$ cat src/rtl/count_monitor_pkg.sv
// count_monitor_pkg: FSM state type and default parameters for count_monitor
package count_monitor_pkg;
  typedef enum logic [1:0] {S_HOLD, S_SETTLE, S_SYNC, S_TRACK} state_t;
  localparam int DEF_WIDTH = 8;
  localparam int DEF_SETTLE = 2;
  localparam int DEF_LOSS_THRESH = 3;
  localparam int DEF_ERR_W = 4;
endpackage

$ cat src/rtl/count_monitor_sat_counter.sv
// count_monitor_sat_counter: saturating event counter with synchronous clear
module count_monitor_sat_counter #(
  parameter int W = 4
) (
  input  logic         clk,
  input  logic         rstn,
  input  logic         inc,
  input  logic         clr,
  output logic [W-1:0] q
);
  always_ff @(posedge clk)
    if (!rstn || clr) q <= '0;
    else if (inc && q != '1) q <= q + W'(1);
endmodule

$ cat src/rtl/count_monitor.sv
// count_monitor: checks a free-running counter steps by +1; COUNT_MONITOR_STALL_OK_EN treats a held value as legal
module count_monitor import count_monitor_pkg::*; #(
  parameter int WIDTH = DEF_WIDTH,
  parameter int TERMINAL = 2**WIDTH-1,
  parameter int SETTLE = DEF_SETTLE,
  parameter int LOSS_THRESH = DEF_LOSS_THRESH,
  parameter int ERR_W = DEF_ERR_W
) (
  input  logic             clk,
  input  logic             rstn,
  input  logic [WIDTH-1:0] count_in,
  input  logic             clear,
  output logic             locked,
  output logic             step_err,
  output logic             terminal,
  output logic [ERR_W-1:0] err_count,
  output logic [ERR_W-1:0] wrap_count
);
  state_t state, state_nxt;
  logic [WIDTH-1:0] prev;
  logic [7:0] settle_cnt, err_run;
  logic track, stall, bad, wrap, lost;
  assign track = state == S_TRACK;
`ifdef COUNT_MONITOR_STALL_OK_EN
  assign stall = count_in == prev;
`else
  assign stall = 1'b0;
`endif
  assign bad = track && count_in != prev + WIDTH'(1) && !stall;
  assign wrap = track && prev == WIDTH'(TERMINAL) && count_in == '0;
  assign lost = bad && err_run == 8'(LOSS_THRESH-1);
  assign locked = track;
  always_comb
    state_nxt = state == S_HOLD   ? (SETTLE == 0 ? S_SYNC : S_SETTLE) :
                state == S_SETTLE ? (settle_cnt == 8'(SETTLE-1) ? S_SYNC : S_SETTLE) :
                state == S_SYNC   ? S_TRACK :
                lost              ? S_SYNC : S_TRACK;
  always_ff @(posedge clk)
    if (!rstn) begin
      state <= S_HOLD;
      prev <= '0;
      settle_cnt <= '0;
      err_run <= '0;
      step_err <= 1'b0;
      terminal <= 1'b0;
    end else begin
      state <= state_nxt;
      settle_cnt <= state == S_SETTLE ? settle_cnt + 8'd1 : '0;
      prev <= (state == S_SYNC || track) ? count_in : prev;
      // a legal stall leaves the run of consecutive errors untouched
      err_run <= (!track || lost) ? '0 : bad ? err_run + 8'd1 : stall ? err_run : '0;
      step_err <= bad;
      terminal <= track && count_in == WIDTH'(TERMINAL);
    end
  count_monitor_sat_counter #(.W(ERR_W)) u_err (
    .clk(clk), .rstn(rstn), .inc(bad), .clr(clear), .q(err_count)
  );
  count_monitor_sat_counter #(.W(ERR_W)) u_wrap (
    .clk(clk), .rstn(rstn), .inc(wrap), .clr(clear), .q(wrap_count)
  );
endmodule

$ cat config.mk
export PLATFORM = sky130hd
export DESIGN_NAME = count_monitor
export DESIGN_NICKNAME = d
export VERILOG_FILES = /design/src/rtl/count_monitor_pkg.sv /design/src/rtl/count_monitor_sat_counter.sv /design/src/rtl/count_monitor.sv
export SDC_FILE = /design/constraint.sdc
export NUM_CORES = 1
export LEC_CHECK = 0
export CORE_ASPECT_RATIO = 1.5
export CORE_MARGIN = 10
export CORE_UTILIZATION = 54
export DETAILED_ROUTE_END_ITERATION = 7
export GPL_ROUTABILITY_DRIVEN = 0
export PLACE_DENSITY = 0.77
export SKIP_LAST_GASP = 1
export SLEW_MARGIN = 20
export SYNTH_ARGS = -nofsm -noshare
export SYNTH_HDL_FRONTEND = slang
export SYNTH_SLANG_ARGS = --single-unit
export TNS_END_PERCENT = 30
$ cat constraint.sdc
create_clock -name clk -period 2.4 [get_ports clk]
set_input_delay 0.48 -clock clk [delete_from_list [all_inputs] [get_ports clk]]
set_output_delay 0.48 -clock clk [all_outputs]
set_load 0.02 [all_outputs]
# Word level (Yosys, flattened, before mapping)
# Index checks and enable logic that the tools add are counted.
[word_totals]
register_bits = 36
wordCells = 48
in_bits = 11
out_inout_bits = 11
[classes]
addsub = 5
bitwise = 2
n_eq_ne = 10
n_mux = 5
n_reduce_logical = 17
[op_table]
columns = ["operator", "n"]
rows = [
  ["$add A8 B1 Y8 const B", 3],
  ["$eq A8 B8 Y1 const B", 2],
  ["$add A4 B1 Y4 const B", 2],
  ["$eq A8 B1 Y1 const B", 1],
  ["$eq A8 B2 Y1 const B", 1],
  ["$logic_not A8 Y1", 1],
  ["$ne A4 B4 Y1 const B", 2],
  ["$ne A8 B8 Y1", 1],
  ["$logic_and A1 B1 Y1", 7],
  ["$eq A2 B2 Y1 const B", 2],
  ["$mux W2", 2],
  ["$logic_or A1 B1 Y1", 3],
  ["$mux W1", 3],
  ["$reduce_or A3 Y1", 1],
  ["$eq A2 B1 Y1 const B", 1],
  ["$logic_not A1 Y1", 2],
  ["$logic_not A2 Y1", 1],
  ["$not A1 Y1", 2],
  ["$reduce_and A2 Y1", 1],
  ["$reduce_or A2 Y1", 1],
]

# Longest topological paths before layout
# Gate-level depths: netlist of the first run.
[depth]
word_depth = 8
ltp_mapped = 8
ltp_nobuf = 7

# Cells and area by module
# From an unflattened synthesis of the first run, not the netlist that was laid out.
[unflattened]
hier_cells = 206
area_unflattened_um2 = 1849.3
[by_module_without_submodules]
columns = ["mod", "cells_each", "seq_area_each_um2", "n_inst", "area_per_inst_um2"]
rows = [
  ["count_monitor", 160, 560.5, 1, 1451.4],
  ["count_monitor_sat_counter", 23, 80.1, 2, 198.9],
]

# Worst setup path after synthesis of the first run
# No wires, ideal clock.
[synth_path]
path_kind = "register to register"
from = "register prev[0]"
to = "register u_err.q[1]"
slack_ps = 624
setup_time_ps = 116
path_buffers = 1
arrival_ps = 1660
synth_period_minus_slack_ps = 1776
t_required_ps = 2284
stages_incl_launch_ff = 8
cell_sequence = "dfxtp_1 > ha_1 > nand4b_1 > a32o_1 > a41oi_2 > buf_6 > a21oi_1 > a41o_2"
[synth_via]
elab_chain_len = 4
[synth_lines]
columns = ["element", "line_no", "rtl"]
rows = [
  ["start, declared", "count_monitor.sv:20", "logic [WIDTH-1:0] prev;"],
  ["start signal, assigned", "count_monitor.sv:49", "prev <= (state == S_SYNC || track) ? count_in : prev;"],
  ["$add A8 B1 Y8", "count_monitor.sv:29", "assign bad = track && count_in != prev + WIDTH'(1) && !stall;"],
  ["$ne A8 B8 Y1", "count_monitor.sv:29", ""],
  ["$logic_and A1 B1 Y1", "count_monitor.sv:29", ""],
  ["$logic_and A1 B1 Y1", "count_monitor_sat_counter.sv:13", "else if (inc && q != '1) q <= q + W'(1);"],
  ["end signal, assigned", "count_monitor_sat_counter.sv:13", ""],
  ["end, declared", "count_monitor_sat_counter.sv:9", "output logic [W-1:0] q"],
]
# No other way between the ends.
# A chain may end at the register's enable or synchronous reset.

# Worst setup path after layout of the first run
[layout_path]
from = "input port count_in[5]"
to = "register u_err.q[1]"
[layout_via]
elab_chain_len = 3
[layout_lines]
columns = ["element", "line_no", "rtl"]
rows = [
  ["start, declared", "count_monitor.sv:11", "input logic [WIDTH-1:0] count_in,"],
  ["$ne A8 B8 Y1", "count_monitor.sv:29", ""],
  ["$logic_and A1 B1 Y1", "count_monitor.sv:29", ""],
  ["$logic_and A1 B1 Y1", "count_monitor_sat_counter.sv:13", ""],
]
# No other way between the ends.

==> results of run 1 <==
[worst max-delay path by stage]
stage / from / to / slack, ns
after global placement: count_in[5] / u_err.q[1] / -0.13
final: count_in[5] / u_err.q[1] / 0.15
after global routing: count_in[5] / u_err.q[1] / 0.05
after detailed placement: count_in[5] / u_err.q[1] / -0.19
after CTS: count_in[5] / u_err.q[1] / 0.06
after floorplan: prev[0] / u_err.q[1] / 0.62
[flip-flops by register name, summed over array words and instances, names as in the netlist]
name,cells
settle_cnt,8
u_wrap.q,4
prev,8
err_run,8
state,2
u_err.q,4
step_err,1
terminal,1
[worst max-delay path: stages]
cell             delay, ns
clkdlybuf4s50_1       0.59
xor2_1                0.27
o31ai_1               0.13
a41o_2                0.26
a41oi_4               0.30
a21oi_1               0.14
a41o_2                0.25
[repair_timing]
item | CTS | global route
gates resized for setup | 0 | 1
setup buffers | 0 | 0
setup endpoints to repair | 0 | 6
hold buffers | 0 | 0
[power breakdown]
part           total (mW)  internal [mW]  switching [mW]  leakage (nW)
Clock               0.445          0.233           0.212        0.0445
Sequential          0.618          0.607          0.0109         0.291
Combinational       0.113         0.0586          0.0540         0.489
Total                1.18          0.899           0.277         0.824
[synth_stat cells, types with 2 or more instances]
library cell	n	area [um^2]
mux2i_1	9	90.1
xor2_1	13	114
or4b_2	2	20.0
nand3b_1	2	15.0
nor4_1	2	12.5
ha_1	7	87.6
dfxtp_1	36	721
a21oi_1	6	30.0
nand2_1	11	41.3
nand3_1	12	60.1
and3_1	3	18.8
nor2b_1	10	62.6
nor2_1	23	86.3
a41o_2	2	22.5
xnor2_1	10	87.6
and4b_1	2	20.0
nand4_1	4	25.0
nor3_1	3	15.0
inv_1	4	15.0
[metal layers]
| metal | share of wire (%) | wire length [um] | vias up |
|---|---|---|---|
| li1 | - | - | 720 |
| met1 | 38 | 1450 | 688 |
| met2 | 53 | 2060 | 31 |
| met3 | 5.4 | 210 | 13 |
| met4 | 3.5 | 137 | 0 |
| met5 | 0 | 0 | - |
[per-stage QoR]
step           utilization (%)  hold slack, ns  instances
2_1_floorplan                -           0.430        184
3_3_place_gp              66.2           0.441        253
3_5_place_dp              66.2           0.465        253
4_1_cts                   69.1           0.474        261
5_1_grt                   69.5           0.526        261
6_report                  69.5           0.468        261
[cells by family after synthesis]
kind of cell	after synthesis	share of synthesized area [%]
xor+xnor	23	11.4
compound gates	15	6.80
simple gates	86	28.6
mux	9	5.10
buf+inv	8	2.34
fa+ha+maj	7	4.96
flops	36	40.8
[cell type report]
class                      count  area, um^2
clock inverter                 1        7.51
fill                         244         963
sequential                    36         721
multi-input combinational    140        1020
timing repair buffer          33         300
tap                           40        50.0
clock buffer                   7        86.3
inverter                       4        15.0
==> metrics.md, run 1 <==
| Metric | Value |
|---|---|
| Status | completed |
| Top FF cell, synth | dfxtp_1 |
| Die area | 6010 um^2 |
| Antenna violations before repair | 0 |
| TritonCTS clock tree | yes |
| Crit path DAT | 2.44 ns |
| Final #Nets | 238 |
| Syn_nets | 202 |
| Number of global-route vias before repair | 1,530 |
| Met1 Track Usage GR | 12.4% |
| Core area | 3160 um^2 |
| Design Power | 1.18 mW |
| Fin. Hold Viols | 0 |
| Most frequent cells in the layout | dfxtp_1 (36), nor2_1 (23), clkdlybuf4s50_1 (21), xor2_1 (13) |
| Share of cells above drive strength 1 | 14.5% |
| Starting Density | 55.9% |
| Fmax | 444 MHz |
| # port buffers | 21 |
| Worst Setup End Kind | flop |
| Clock Latency Late Sink | 0.29 ns |
| RSZ-0062 raised after global routing | no |
| Final setup viols | 0 |
| Yosys cell types | 42 |
| HPWL after DPL | 2.92 mm |
| Final period utilization | 93.8% |
| CP Launch Type | input pin |
| CTS Buf Count | 5 |
| Cells on worst reg2reg path | 6 |
| WHS Path Cells | 1 |
| Grt peak-use layer | met2 |
| Htree depth | 2 |
| Sink Count | 36 |
| Synth Instances | 184 |
| Placement Setup Slack | -0.195 ns |
| Total I/O pin count | 22 |
| Die W | 66.7 um |
| Yosys reg bits | 36 |
| Worst min-delay path class | flop to flop |
| Max Root-Sink Buffers | 2 |
| First-pass GRT wire length | 6.60 mm |
| Slew HR | 71.8% |
| Crit-path max FO | 10 |
| Final Cell Area | 2200 um^2 |
| Layout Skew | 0.00940 ns |
| Commonest non-fill, non-tap cell in the layout | dfxtp_1 |
| Syn avg cell area | 9.60 um^2 |
| Wire per inst | 14.8 um |
| GRT overflow | 0 |
| Pre-antenna DRT Iters | 4 |
| Vias per inst | 5.56 |
| PwrDens | 535 nW/um^2 |
| Global Route Usage Sum | 13.6% |
| Max-cap violation count | 0 |
| Setup CP Type | input pin to flop |
| Die height | 90.1 um |
| Placed inst area | 2090 um^2 |
| Post-route ant nets | 0 |
| Area grow syn2layout | 24.3% |
| Worst R2R End | u_err.q[1] |
| VDD IR-drop max | 436 uV |
| Min-delay src | err_run[0] |
| Antenna Cells | 0 |
| Largest net degree at the start of global routing | 12 |
| # DRC | 0 |
| CP required | 2.59 ns |
| Aggregate negative setup slack | 0 ns |
| Reg2reg start | prev[0] |
| Mapped Area | 1770 um^2 |
| Hold Crit Endpoint | err_run[0] |
| Post-synth EDFFs | 0 |
| CTS clk-pin slew, worst paths | 0.07 ns |
| Async set-reset flop share out of synthesis | 0% |
| Slew Limit Fails | 0 |
| Period minus WS final | 2.25 ns |
| M3 GR Usage | 4.35% |
| Leak | 0.824 nW |
| Flop2flop setup slack | 0.38 ns |
| Starting DRT DRC Count | 46 |
| Detailed Route WL | 3.87 mm |
| Yosys warns | 0 |
| Register area share after synthesis | 40.8% |
| Root Driver | clkbuf_8 |
| Setup ws final | 0.150 ns |
| Worst slew pin tran | 0.420 ns |
| FP Rows | 25 |
| Vias | 1,452 |
| M2 GR Usage | 24.4% |
Note: power is estimated with default switching activity, not from simulation.
==> inputs of run 2 (changes only) <==
ABC_CLOCK_PERIOD_IN_PS = 2400   (was default)
==> results of run 2 <==
Same layout as run 1: the final DEF is identical, and so are final timing and power.
==> inputs of run 3 (changes only) <==
CAP_MARGIN = 20   (was default)
SLEW_MARGIN = 40   (was 20)
==> results of run 3 <==
Same layout as run 1: the final DEF is identical, and so are final timing and power.
